$ cat src/rtl/estimador_periodo_pkg.sv
// Shared types and default constants for the period estimator.
package estimador_pkg;

  localparam int unsigned CNT_W_DFLT   = 9;
  localparam int unsigned LOG2_N_DFLT  = 3;
  localparam int unsigned CNT_MIN_DFLT = 4;
  localparam int unsigned CNT_MAX_DFLT = 500;
  localparam int unsigned TIMEOUT_DFLT = 1023;

  // Width of the accumulator and of the raw period output.
  localparam int unsigned PERIODO_W_DFLT = CNT_W_DFLT + LOG2_N_DFLT;

  typedef enum logic {
    IDLE = 1'b0,
    ACUM = 1'b1
  } estado_t;

endpackage

$ cat src/rtl/estimador_periodo_if.sv
// Bus between the zero-crossing stage and the period estimator.
interface estimador_periodo_if
  import estimador_pkg::*;
#(
  parameter int unsigned CNT_W  = CNT_W_DFLT,
  parameter int unsigned LOG2_N = LOG2_N_DFLT
);

  logic                    amostra_pronta;
  logic                    flag;
  logic [CNT_W-1:0]        cnt;
  logic [CNT_W+LOG2_N-1:0] periodo;
  logic                    valido;
  logic                    sem_sinal;

  modport master (
    output amostra_pronta, flag, cnt,
    input  periodo, valido, sem_sinal
  );

  modport slave (
    input  amostra_pronta, flag, cnt,
    output periodo, valido, sem_sinal
  );

endinterface

$ cat src/rtl/estimador_periodo_detector_borda.sv
// Rising-edge detector: one event per low-to-high transition of flag.
module detector_borda (
  input  logic clk,
  input  logic reset,
  input  logic i_flag,
  output logic o_evento
);

  logic r_flag_d;

  // Delayed copy of flag; the event itself stays combinational so cnt is sampled in the same cycle.
  always_ff @(posedge clk) begin
    if (reset) r_flag_d <= 1'b0;
    else       r_flag_d <= i_flag;
  end

  assign o_evento = i_flag & ~r_flag_d;

endmodule

$ cat src/rtl/estimador_periodo.sv
// Averages N accepted half-period counts into a fixed-point period and flags loss of signal.
module estimador_periodo
  import estimador_pkg::*;
#(
  parameter int unsigned CNT_W   = CNT_W_DFLT,
  parameter int unsigned LOG2_N  = LOG2_N_DFLT,
  parameter int unsigned CNT_MIN = CNT_MIN_DFLT,
  parameter int unsigned CNT_MAX = CNT_MAX_DFLT,
  parameter int unsigned TIMEOUT = TIMEOUT_DFLT
) (
  input logic                clk,
  input logic                reset,
  estimador_periodo_if.slave bus
);

  localparam int unsigned PER_W = CNT_W + LOG2_N;
  localparam int unsigned TO_W  = $clog2(TIMEOUT + 1);
  localparam logic [TO_W-1:0] TO_MAX  = TO_W'(TIMEOUT);
  localparam logic [TO_W-1:0] TO_LAST = TO_W'(TIMEOUT - 1);

  estado_t           r_estado, w_estado_nxt;
  logic [PER_W-1:0]  r_acc, w_acc_nxt;
  logic [PER_W-1:0]  r_periodo, w_periodo_nxt;
  logic [LOG2_N-1:0] r_n_acc, w_n_acc_nxt;
  logic [TO_W-1:0]   r_to_cnt, w_to_cnt_nxt;
  logic              r_valido, w_valido_nxt;
  logic              r_sem_sinal, w_sem_sinal_nxt;
  logic              w_evento, w_aceito, w_timeout;
  logic [PER_W-1:0]  w_soma;

  detector_borda u_detector_borda (
    .clk      (clk),
    .reset    (reset),
    .i_flag   (bus.flag),
    .o_evento (w_evento)
  );

  assign w_soma    = r_acc + {{LOG2_N{1'b0}}, bus.cnt};
  assign w_aceito  = (bus.cnt >= CNT_W'(CNT_MIN)) && (bus.cnt <= CNT_W'(CNT_MAX));
  // Fires once, on the strobe that brings the count to TIMEOUT; an event in that cycle wins.
  assign w_timeout = bus.amostra_pronta && !w_evento && (r_to_cnt == TO_LAST);

  // Strobe counter since the last crossing, saturating at TIMEOUT.
  always_comb begin
    w_to_cnt_nxt = r_to_cnt;
    if (w_evento) begin
      w_to_cnt_nxt = '0;
    end else if (bus.amostra_pronta && (r_to_cnt != TO_MAX)) begin
      w_to_cnt_nxt = r_to_cnt + 1'b1;
    end
  end

  // Next state for the FSM, accumulator and outputs.
  always_comb begin
    w_estado_nxt    = r_estado;
    w_acc_nxt       = r_acc;
    w_n_acc_nxt     = r_n_acc;
    w_periodo_nxt   = r_periodo;
    w_valido_nxt    = 1'b0;
    w_sem_sinal_nxt = r_sem_sinal;
    unique case (r_estado)
      IDLE: begin
        if (w_evento) begin
          // First crossing only bounds a partial interval; start clean.
          w_acc_nxt    = '0;
          w_n_acc_nxt  = '0;
          w_estado_nxt = ACUM;
        end else if (w_timeout) begin
          w_sem_sinal_nxt = 1'b1;
          w_acc_nxt       = '0;
          w_n_acc_nxt     = '0;
        end
      end
      ACUM: begin
        if (w_evento) begin
          if (!w_aceito) begin
            w_acc_nxt   = '0;
            w_n_acc_nxt = '0;
          end else if (&r_n_acc) begin
            // Nth accepted count completes the block.
            w_periodo_nxt   = w_soma;
            w_valido_nxt    = 1'b1;
            w_sem_sinal_nxt = 1'b0;
            w_acc_nxt       = '0;
            w_n_acc_nxt     = '0;
          end else begin
            w_acc_nxt   = w_soma;
            w_n_acc_nxt = r_n_acc + 1'b1;
          end
        end else if (w_timeout) begin
          w_sem_sinal_nxt = 1'b1;
          w_estado_nxt    = IDLE;
          w_acc_nxt       = '0;
          w_n_acc_nxt     = '0;
        end
      end
    endcase
  end

  // State and output registers with synchronous reset.
  always_ff @(posedge clk) begin
    if (reset) begin
      r_estado    <= IDLE;
      r_acc       <= '0;
      r_n_acc     <= '0;
      r_to_cnt    <= '0;
      r_periodo   <= '0;
      r_valido    <= 1'b0;
      r_sem_sinal <= 1'b0;
    end else begin
      r_estado    <= w_estado_nxt;
      r_acc       <= w_acc_nxt;
      r_n_acc     <= w_n_acc_nxt;
      r_to_cnt    <= w_to_cnt_nxt;
      r_periodo   <= w_periodo_nxt;
      r_valido    <= w_valido_nxt;
      r_sem_sinal <= w_sem_sinal_nxt;
    end
  end

  assign bus.periodo   = r_periodo;
  assign bus.valido    = r_valido;
  assign bus.sem_sinal = r_sem_sinal;

endmodule

$ cat src/flat_wrapper.sv
// flat-port wrapper written by rule: the top's interface ports become plain ports
module estimador_periodo_flat import estimador_pkg::*;
#(
  parameter int unsigned CNT_W   = CNT_W_DFLT,
  parameter int unsigned LOG2_N  = LOG2_N_DFLT,
  parameter int unsigned CNT_MIN = CNT_MIN_DFLT,
  parameter int unsigned CNT_MAX = CNT_MAX_DFLT,
  parameter int unsigned TIMEOUT = TIMEOUT_DFLT
)
  (clk, reset, bus_amostra_pronta, bus_flag, bus_cnt, bus_periodo, bus_valido, bus_sem_sinal);
  estimador_periodo_if #(.CNT_W(CNT_W), .LOG2_N(LOG2_N)) bus_i ();
  input logic clk;
  input logic reset;
  input wire logic [$bits(bus_i.amostra_pronta)-1:0] bus_amostra_pronta;
  input wire logic [$bits(bus_i.flag)-1:0] bus_flag;
  input wire logic [$bits(bus_i.cnt)-1:0] bus_cnt;
  output wire logic [$bits(bus_i.periodo)-1:0] bus_periodo;
  output wire logic [$bits(bus_i.valido)-1:0] bus_valido;
  output wire logic [$bits(bus_i.sem_sinal)-1:0] bus_sem_sinal;
  assign bus_i.amostra_pronta = bus_amostra_pronta;
  assign bus_i.flag = bus_flag;
  assign bus_i.cnt = bus_cnt;
  assign bus_periodo = bus_i.periodo;
  assign bus_valido = bus_i.valido;
  assign bus_sem_sinal = bus_i.sem_sinal;
  estimador_periodo #(.CNT_W(CNT_W), .LOG2_N(LOG2_N), .CNT_MIN(CNT_MIN), .CNT_MAX(CNT_MAX), .TIMEOUT(TIMEOUT)) u_core (.clk(clk), .reset(reset), .bus(bus_i));
endmodule
$ cat config.mk
export PLATFORM = sky130hd
export DESIGN_NAME = estimador_periodo_flat
export DESIGN_NICKNAME = d
export VERILOG_FILES = /design/src/rtl/estimador_periodo_pkg.sv /design/src/rtl/estimador_periodo_if.sv /design/src/rtl/estimador_periodo_detector_borda.sv /design/src/rtl/estimador_periodo.sv /design/src/flat_wrapper.sv
export SDC_FILE = /design/constraint.sdc
export NUM_CORES = 1
export LEC_CHECK = 0
export BUFFER_PORTS_ARGS = -buffer_cell sky130_fd_sc_hd__buf_2
export CORE_MARGIN = 2
export CORE_UTILIZATION = 55
export CTS_CLUSTER_DIAMETER = 80
export CTS_CLUSTER_SIZE = 16
export DETAILED_ROUTE_END_ITERATION = 8
export GPL_ROUTABILITY_DRIVEN = 0
export PLACE_DENSITY = 0.81
export SLEW_MARGIN = 20
export SYNTH_ARGS = -nofsm -noshare
export SYNTH_HDL_FRONTEND = slang
export SYNTH_SLANG_ARGS = --single-unit
$ cat constraint.sdc
create_clock -name clk -period 6.23 [get_ports clk]
set_input_delay 0.623 -clock clk [delete_from_list [all_inputs] [get_ports clk]]
set_output_delay 0.623 -clock clk [all_outputs]
set_load 0.01 [all_outputs]
==> impl_metrics.csv, run 1 <==
group,metric,value,unit
yosys,async_flop_share,0,%
yosys,yosysMostFrequentCell,"dfxtp_1",
timing,tightest_slew,983,ps
timing,rsz0062_at_grt,"no",
clocking,numCtsBuffers,5,
detailed_routing,wl_per_cell,14.6,µm
min_path,worstHoldEndpoint,"u_core.bus.periodo[4]",
timing,tns,0,ps
yosys,ys_seq_area_share,36.8,%
yosys,yosys.area.top_type_share,36.8,%
min_path,hold_depth,2,
finish,areaGrowthSynthToFinish,12.1,%
clocking,cts.sinks,41,
global_route,grt_pass1_wl,8310,µm
detailed_routing,drc,0,
clocking,clock-root-buffer,"clkbuf_8",
timing,skew,11.1,ps
floorplan,die_area,4580,µm²
clocking,post_cts_buffers,0,
finish,fin_util,63.4,%
detailed_routing,num_vias,2005,
worst_setup_path,cp.required,6470,ps
power,p_total,0.542,mW
finish,diodes,0,
yosys,ys_ff_latch,41,
yosys,syn_nets,282,
yosys,avgSynthCellArea,8.74,µm²
power,peakVddDrop,0.000149,V
worst_setup_path,cp-start-kind,"primary input",
global_route,grt_usage,23.8,%
timing,fin_crit,2250,ps
global_route,grt_overflow,0,
floorplan,boundaryPins,27,
min_path,worstHoldStart,"u_core.bus.periodo[4]",
clocking,cts_resized,0,
finish,layout.nets,305,
timing,maxSlewViolCount,0,
yosys,yosysWarnings,0,
finish,final_cells,329,
floorplan,die_h,67.7,µm
clocking,cts_tree,"built",
worst_setup_path,reg2reg_depth,6,
floorplan,die_w,67.7,µm
timing,fmax,0.445,GHz
placement,placedCellCount,321,
detailed_routing,vias_per_cell,6.09,
timing,setup_violations,0,
detailed_routing,drt_iter0_drc,115,
detailed_routing,drtAntennaViolNets,0,
clocking,cts.hold.buffers_added,0,
power,power_per_cell_area,217,nW/µm²
worst_setup_path,worstPathArrival,2480,ps
finish,drive_gt1_share,16.1,%
timing,hold_viol,0,
yosys,synth_top_cells_by_area,"dfxtp_1, ha_1, nor2_1, nand2_1, a21oi_1",
status,status,"completed",
clocking,clkLatencyLatePin,300,ps
floorplan,core-area,3940,µm²
yosys,ys_types,64,
yosys,yosysTopAreaCell,"dfxtp_1",
detailed_routing,drt_wl_total,4790,µm
worst_setup_path,cp_max_fo,8,
power,p_leak,1.04,nW
placement,io_buffers,26,
worst_setup_path,r2r_slack,4080,ps
clocking,htree_levels,2,
timing,finalCritPeriodShare,36.1,%
global_route,grt_antenna_before_repair,0,
run,cap_viol_max_count,0,
placement,hpwl,3420,µm
timing,slew_headroom,34.2,%
global_route,grt_max_degree,28,
worst_setup_path,path_class,"primary input to flop",
yosys,synth_flop_cell,"dfxtp_1",
worst_setup_path,end_kind,"flop",
detailed_routing,drt_pass1_iterations,4,
yosys,synth_area,2230,µm²
min_path,hold_class,"flop to flop",
floorplan,initial_core_util,56.6,%
global_route,grt_pass1_vias,1864,
worst_setup_path,reg2reg_from,"u_core.r_n_acc[0]",
worst_setup_path,reg2reg_to,"u_core.bus.periodo[11]",
floorplan,row_count,23,
clocking,path_clk_slew,80,ps
yosys,yosys-top-cells-count,"dfxtp_1, nor2_1, nand2_1",
yosys,synthCells,255,
yosys,synth_edf_count,0,
clocking,cts.path.max_buffers,2,
[cell type report]
type	instances	area (µm²)
Tap cell	50	62.6
Clock inverter	1	30.0
Inverter	7	26.3
Timing Repair Buffer	28	145
Multi-Input combinational cell	195	1330
Fill cell	334	1440
Clock buffer	7	86.3
Sequential cell	41	821
[cell usage in the layout (no fill, tap or decap), types with 3 or more instances in the layout]
cell type and count:
xor2_1 4, a211o_1 4, nor3_1 9, o21a_1 4
nand2_1 24, clkbuf_8 6, o21ai_1 4, o211ai_1 4
a21oi_1 13, and4_1 3, a31oi_1 3, ha_1 13
a21o_1 3, xnor2_1 6, a22oi_1 6, inv_1 7
buf_2 26, nor2_1 26, dfxtp_1 41, nand3_1 12
nand4_1 3
[cell families (layout without fill, tap and decap cells)]
logic type	after synthesis	after routing	synth area share (%)
buffers and inverters	19	43	3.59
flip-flops	41	41	36.8
AO/OA/AOI/OAI	69	69	23.9
multiplexers	1	1	0.449
XOR/XNOR	10	10	3.93
AND/OR/NAND/NOR	101	101	23.1
adder cells (fa/ha/maj)	14	14	8.19
[worst max-delay path, cell delays in order]
cell and delay [ps]:
buf_2 120, ha_1 360, a21o_2 240, a31o_1 230, o211a_4 290, or4_1 520
nand3_1 90
[state kept, by name, indices dropped and copies added (netlist names)]
register,count
u_core.bus.valido,1
u_core.r_estado,1
u_core.r_to_cnt,10
u_core.bus.sem_sinal,1
u_core.bus.periodo,12
u_core.r_acc,12
u_core.r_n_acc,3
u_core.u_detector_borda.r_flag_d,1
[per-stage QoR]
| stage | setup slack [ps] | cell area (µm²) | hold slack, ps |
|---|---|---|---|
| floorplan | 3920 | 2230 | 458 |
| detailed placement | 3700 | 2380 | 445 |
| CTS | 3990 | 2500 | 456 |
| finish | 3980 | 2500 | 453 |
| global placement | 3730 | 2380 | 440 |
| global route | 3890 | 2500 | 484 |
[how the worst max path moves through the flow]
stage                    start                     end  slack [ps]  cells after the start
floorplan           bus_cnt[4]  u_core.bus.periodo[11]        3920                      6
global placement    bus_cnt[4]         u_core.r_acc[9]        3730                      7
detailed placement  bus_cnt[4]  u_core.bus.periodo[11]        3700                      7
CTS                 bus_cnt[4]  u_core.bus.periodo[11]        3990                      7
global route        bus_cnt[4]  u_core.bus.periodo[11]        3890                      7
finish              bus_cnt[4]         u_core.r_acc[9]        3980                      7
[layer usage]
metal	track usage, %	up-vias	share of wire, %
li1	-	1002	-
met2	36.2	67	45
met1	31.7	930	47
met4	10.2	0	1.2
met5	0	-	0
met3	6.33	6	6.3
[power breakdown]
| group | switching [mW] | internal [mW] | total, mW |
|---|---|---|---|
| logic | 0.0335 | 0.0206 | 0.0541 |
| registers | 0.00281 | 0.266 | 0.269 |
| clock network | 0.0890 | 0.131 | 0.220 |
| total | 0.125 | 0.417 | 0.542 |
Power figures use the tool's default switching activity.
==> run 2, diff against run 1 <==
ABC_AREA = 1   (was default)
clock period = 2.3 ns   (was 6.23 ns; I/O delays follow)
==> impl_metrics.csv, run 2 <==
group,metric,value,unit
clocking,cts.sinks,41,
finish,nFillCells,366,
yosys,yosysTopAreaCell,"dfxtp_1",
yosys,synth_area,2380,µm²
power,seqPwrFrac,48.8,%
clocking,htree_levels,2,
clocking,clock-root-buffer,"clkbuf_8",
detailed_routing,drt_iter0_drc,179,
power,power_frac_clock,41.4,%
timing,timing.hold.ws,158,ps
detailed_routing,drc,0,
detailed_routing,drtAntennaViolNets,0,
worst_setup_path,cp-start-kind,"flop",
worst_setup_path,worstPathArrival,2030,ps
clocking,cts_resized,0,
floorplan,initial_core_util,58.3,%
yosys,ys_seq_area_share,34.4,%
timing,finalCritPeriodShare,78.1,%
power,p_leak,1.24,nW
timing,fmax,0.557,GHz
yosys,yosysMostFrequentCell,"nand2_1",
global_route,grt_max_degree,25,
global_route,grt_pass1_wl,9160,µm
floorplan,die_h,69.8,µm
timing,skew,9.95,ps
yosys,synth_top_cells_by_area,"dfxtp_1, nand2_1, nand3_1, ha_1, a21oi_1",
clocking,cts.path.max_buffers,2,
finish,layout_common_cells,"nand2_1, dfxtp_1, inv_1",
detailed_routing,drt_wl_total,5350,µm
finish,final_common_cell,"nand2_1",
worst_setup_path,reg2reg_depth,7,
finish,drive_gt1_share,14.1,%
clocking,cts.hold.buffers_added,0,
floorplan,row_count,23,
power,intPower,1.12,mW
finish,areaGrowthSynthToFinish,11.3,%
finish,diodes,0,
yosys,avgSynthCellArea,6.97,µm²
clocking,path_clk_slew,80,ps
detailed_routing,vias_per_cell,5.40,
timing,maxSlewViolCount,0,
yosys,synth_flop_cell,"dfxtp_1",
clocking,cts_tree,"built",
min_path,hold_class,"primary input to flop",
timing,tns,0,ps
timing,rsz0062_at_grt,"no",
global_route,grt_antenna_before_repair,0,
finish,final_cells,419,
clocking,clkLatencyLatePin,310,ps
global_route,grt_usage,23.5,%
floorplan,boundaryPins,27,
worst_setup_path,cp_max_fo,3,
yosys,yosys.area.top_type_share,34.4,%
yosys,syn_nets,369,
status,status,"completed",
yosys,synth_edf_count,0,
run,cap_viol_max_count,0,
floorplan,core-area,4090,µm²
power,p_switching,0.373,mW
timing,fin_crit,1800,ps
worst_setup_path,cp.required,2530,ps
power,peakVddDrop,0.000565,V
power,power_per_cell_area,564,nW/µm²
timing,hold_viol,0,
yosys,synthCells,342,
power,swShare,25.0,%
clocking,post_cts_buffers,0,
yosys,ys_ff_latch,41,
worst_setup_path,path_class,"flop to flop",
floorplan,die_w,69.8,µm
timing,tightest_slew,607,ps
detailed_routing,num_vias,2262,
yosys,async_flop_share,0,%
floorplan,die_area,4880,µm²
detailed_routing,drt_pass1_iterations,6,
placement,io_buffers,26,
clocking,numCtsBuffers,5,
yosys,yosys-top-cells-count,"nand2_1, dfxtp_1, inv_1",
timing,setup_violations,0,
finish,fin_util,64.9,%
power,combPwrFrac,9.9,%
yosys,ys_types,35,
yosys,yosysWarnings,0,
global_route,grt_overflow,0,
placement,placedCellCount,411,
worst_setup_path,end_kind,"flop",
global_route,grt_pass1_vias,2063,
timing,slew_headroom,59.4,%
detailed_routing,wl_per_cell,12.8,µm
placement,hpwl,3960,µm
finish,layout.nets,395,
power,p_total,1.50,mW
min_path,hold_depth,3,
-- run 2: cell count changes after synthesis, moves of 4 or more --
cell / previous run / this run
nand2_1: 24 / 97
inv_1: 7 / 34
nand3_1: 12 / 33
a21oi_1: 13 / 31
o21ai_0: 2 / 10
clkbuf_1: 9 / 2
nor3_1: 9 / 2
a22oi_1: 6 / 0
a211o_1: 4 / 0
nor2_4: 0 / 4
o211ai_1: 4 / 0
o21ai_1: 4 / 0
-- run 2: final timing paths --
check | from | to | slack [ps]
max | u_core.r_acc[0] | u_core.r_acc[4] | 500
min | bus_flag | u_core.u_detector_borda.r_flag_d | 160
max reg2reg | u_core.r_acc[0] | u_core.r_acc[4] | 500
min reg2reg | u_core.bus.periodo[1] | u_core.bus.periodo[1] | 470
-- run 2: power groups by stage --
stage               Clock (mW)  Combinational, mW  Sequential [mW]
floorplan                    0              0.107            0.743
global placement             0              0.144            0.745
detailed placement           0              0.145            0.745
CTS                      0.626              0.147            0.729
global route             0.653              0.166            0.730
finish                   0.619              0.147            0.729
-- run 2: routing by layer --
metal | wire length (µm) | global-route usage, % | up-vias
li1 | - | - | 1164
met1 | 2430 | 30.0 | 1008
met2 | 2480 | 38.8 | 80
met3 | 341 | 5.09 | 10
met4 | 93 | 8.97 | 0
met5 | 0 | 0 | -
-- run 2: layout make-up --
class	instances	area (µm²)	area share [%]
clock buffer	6	82.6	3.11
clock inverter	2	37.5	1.42
inverter	37	141	5.33
multi-input combinational	256	1370	51.7
sequential	41	821	30.9
tap	50	62.6	2.36
timing repair buffer	27	138	5.19
-- run 2: through the flow --
step	area (µm²)	worst slack, ps
6_report	2650	504
2_1_floorplan	2380	735
5_1_grt	2650	382
3_5_place_dp	2530	495
3_3_place_gp	2530	540
4_1_cts	2650	500
-- run 2: critical path, stage by stage, from the launching register on --
cell	delay (ps)
dfxtp_1	320
ha_1	230
fa_1	420
nand3_1	130
nand3_1	130
xor2_1	270
nand2_1	90
a21oi_1	140
-- run 2: cell families (layout without fill, tap and decap cells) --
| kind of cell | Yosys count | count (layout) | synth area share, % |
|---|---|---|---|
| adder cells (fa/ha/maj) | 14 | 14 | 7.66 |
| XOR/XNOR | 10 | 10 | 3.67 |
| flip-flops | 41 | 41 | 34.4 |
| AO/OA/AOI/OAI | 49 | 49 | 11.3 |
| AND/OR/NAND/NOR | 183 | 183 | 34.9 |
| buffers and inverters | 45 | 72 | 8.08 |
==> run 3, diff against run 2 <==
CORE_UTILIZATION = 52   (was 55)
PLACE_DENSITY = 0.8   (was 0.81)
clock period = 1.46 ns   (was 2.3 ns; I/O delays follow)
==> impl_metrics.csv, run 3 (synthesis gave the netlist of run 2 again) <==
group,metric,value,unit
floorplan,boundaryPins,27,
detailed_routing,drc,0,
finish,layout_common_cells,"nand2_1, buf_4, inv_1",
floorplan,row_count,24,
global_route,grt_max_degree,23,
floorplan,core-area,4380,µm²
clocking,cts_tree,"built",
detailed_routing,drt_wl_total,8120,µm
worst_setup_path,path_cells,"ha_4 > fa_2 > nand3_4 > nor2_2 > nor2_1 > xnor2_1 > nand2_1 > a21oi_2",
clocking,cts.path.max_buffers,2,
worst_setup_path,reg2reg_depth,8,
finish,diodes,0,
worst_setup_path,cp.required,1690,ps
placement,hpwl,4420,µm
global_route,grt_pass1_wl,10300,µm
global_route,grt_antenna_before_repair,0,
worst_setup_path,crit_slowest_cell,"fa_2",
timing,hold_viol,0,
timing,finalCritPeriodShare,120,%
placement,io_buffers,26,
finish,drive_gt1_share,39.3,%
timing,tightest_slew,340,ps
worst_setup_path,r2r_slack,-290,ps
floorplan,initial_core_util,54.4,%
power,peakVddDrop,0.000597,V
power,combPwrFrac,16.4,%
clocking,cts.sinks,41,
finish,final_common_cell,"nand2_1",
detailed_routing,drtAntennaViolNets,0,
timing,setup_slack,-288,ps
finish,areaGrowthSynthToFinish,40.7,%
finish,nFillCells,267,
global_route,grt_overflow,0,
power,swShare,26.4,%
detailed_routing,drt_pass1_iterations,8,
worst_setup_path,worstPathArrival,1980,ps
floorplan,die_area,5140,µm²
clocking,clock-root-buffer,"clkbuf_8",
timing,fin_crit,1750,ps
detailed_routing,num_vias,2805,
worst_setup_path,reg2reg_from,"u_core.r_acc[0]",
worst_setup_path,cp-start-kind,"flop",
worst_setup_path,slowest_delay,380,ps
timing,fmax,0.572,GHz
clocking,htree_levels,2,
finish,final_cells,462,
worst_setup_path,setup.worst_path.end,"u_core.r_acc[6]",
status,status,"finished with violations",
detailed_routing,vias_per_cell,6.07,
worst_setup_path,path_class,"flop to flop",
global_route,grt_usage,25.3,%
detailed_routing,drt_iter0_drc,377,
timing,maxSlewViolCount,0,
timing,rsz0062_at_grt,"yes",
worst_setup_path,cp_max_fo,2,
timing,setup_violations,20,
power,p_leak,1.51,nW
power,power_per_cell_area,758,nW/µm²
worst_setup_path,reg2reg_to,"u_core.r_acc[6]",
worst_setup_path,end_kind,"flop",
clocking,numCtsBuffers,5,
finish,layout.nets,436,
power,p_total,2.54,mW
floorplan,die_h,71.7,µm
clocking,clkLatencyLatePin,300,ps
status,violations,"setup timing",
clocking,cts.hold.buffers_added,0,
detailed_routing,wl_per_cell,17.6,µm
placement,placedCellCount,442,
global_route,grt_pass1_vias,2366,
floorplan,die_w,71.7,µm
power,power_frac_clock,38.4,%
power,seqPwrFrac,45.2,%
timing,skew,6.05,ps
run,cap_viol_max_count,0,
clocking,path_clk_slew,80,ps
timing,slew_headroom,77.1,%
worst_setup_path,startpoint,"u_core.r_acc[0]",
power,p_switching,0.671,mW
min_path,hold_class,"primary input to flop",
power,intPower,1.87,mW
-- run 3: layout make-up --
| class | instances | area [µm²] | area share, % |
|---|---|---|---|
| tap | 52 | 65.1 | 1.94 |
| inverter | 37 | 148 | 4.40 |
| timing repair buffer | 67 | 508 | 15.1 |
| sequential | 41 | 846 | 25.2 |
| clock inverter | 1 | 30.0 | 0.896 |
| multi-input combinational | 257 | 1670 | 49.8 |
| clock buffer | 7 | 86.3 | 2.57 |
-- run 3: power groups by stage --
| stage | registers (mW) | clock network, mW | logic [mW] |
|---|---|---|---|
| 6_report | 1.15 | 0.975 | 0.416 |
| 5_1_grt | 1.15 | 1.01 | 0.439 |
| 4_1_cts | 1.15 | 0.973 | 0.319 |
| 3_5_place_dp | 1.17 | 0 | 0.286 |
| 3_3_place_gp | 1.17 | 0 | 0.280 |
| 2_1_floorplan | 1.17 | 0 | 0.170 |
-- run 3: metrics by stage --
stage / utilization (%) / worst slack, ps / hold WS (ps) / area, µm² / setup TNS [ps]
floorplan: - / 10.2 / 271 / 2400 / 0
global placement: 63.8 / -101 / 375 / 2800 / -640
detailed placement: 63.8 / -122 / 385 / 2800 / -1100
CTS: 69.5 / -147 / 67.2 / 3050 / -825
global route: 76.5 / -359 / 100 / 3350 / -4330
finish: 76.5 / -288 / 64.6 / 3350 / -3000
-- run 3: worst min path at each step --
| stage | from | endpoint | slack (ps) | depth (start not counted) |
|---|---|---|---|---|
| final | bus_flag | u_core.u_detector_borda.r_flag_d | 60 | 3 |
| after detailed placement | bus_flag | u_core.u_detector_borda.r_flag_d | 380 | 3 |
| after CTS | bus_flag | u_core.u_detector_borda.r_flag_d | 70 | 3 |
| after global placement | bus_flag | u_core.u_detector_borda.r_flag_d | 370 | 3 |
| after floorplan | bus_flag | u_core.u_detector_borda.r_flag_d | 270 | 2 |
| after global routing | bus_flag | u_core.u_detector_borda.r_flag_d | 100 | 3 |
-- run 3: worst max-delay path, delay by kind of cell (launching register included) --
kind            cells  cell delay, ps
compound gates      1             120
xor+xnor            1             200
fa+ha+maj           2             540
flops               1             340
simple gates        4             470
-- run 3: what timing repair did --
item	4_1_cts	5_1_grt
resized for setup	21	59
setup buffers	0	10
endpoints found under the setup margin	17	36
pin swaps	2	26
endpoints found under the hold margin	0	0
cloned	0	2
-- run 3: layer usage --
metal	track usage, %	wire (µm)	up-vias
li1	-	-	1245
met1	31.4	3090	1279
met2	41.5	3710	216
met3	4.08	759	65
met4	14.5	557	0
met5	0	0	-
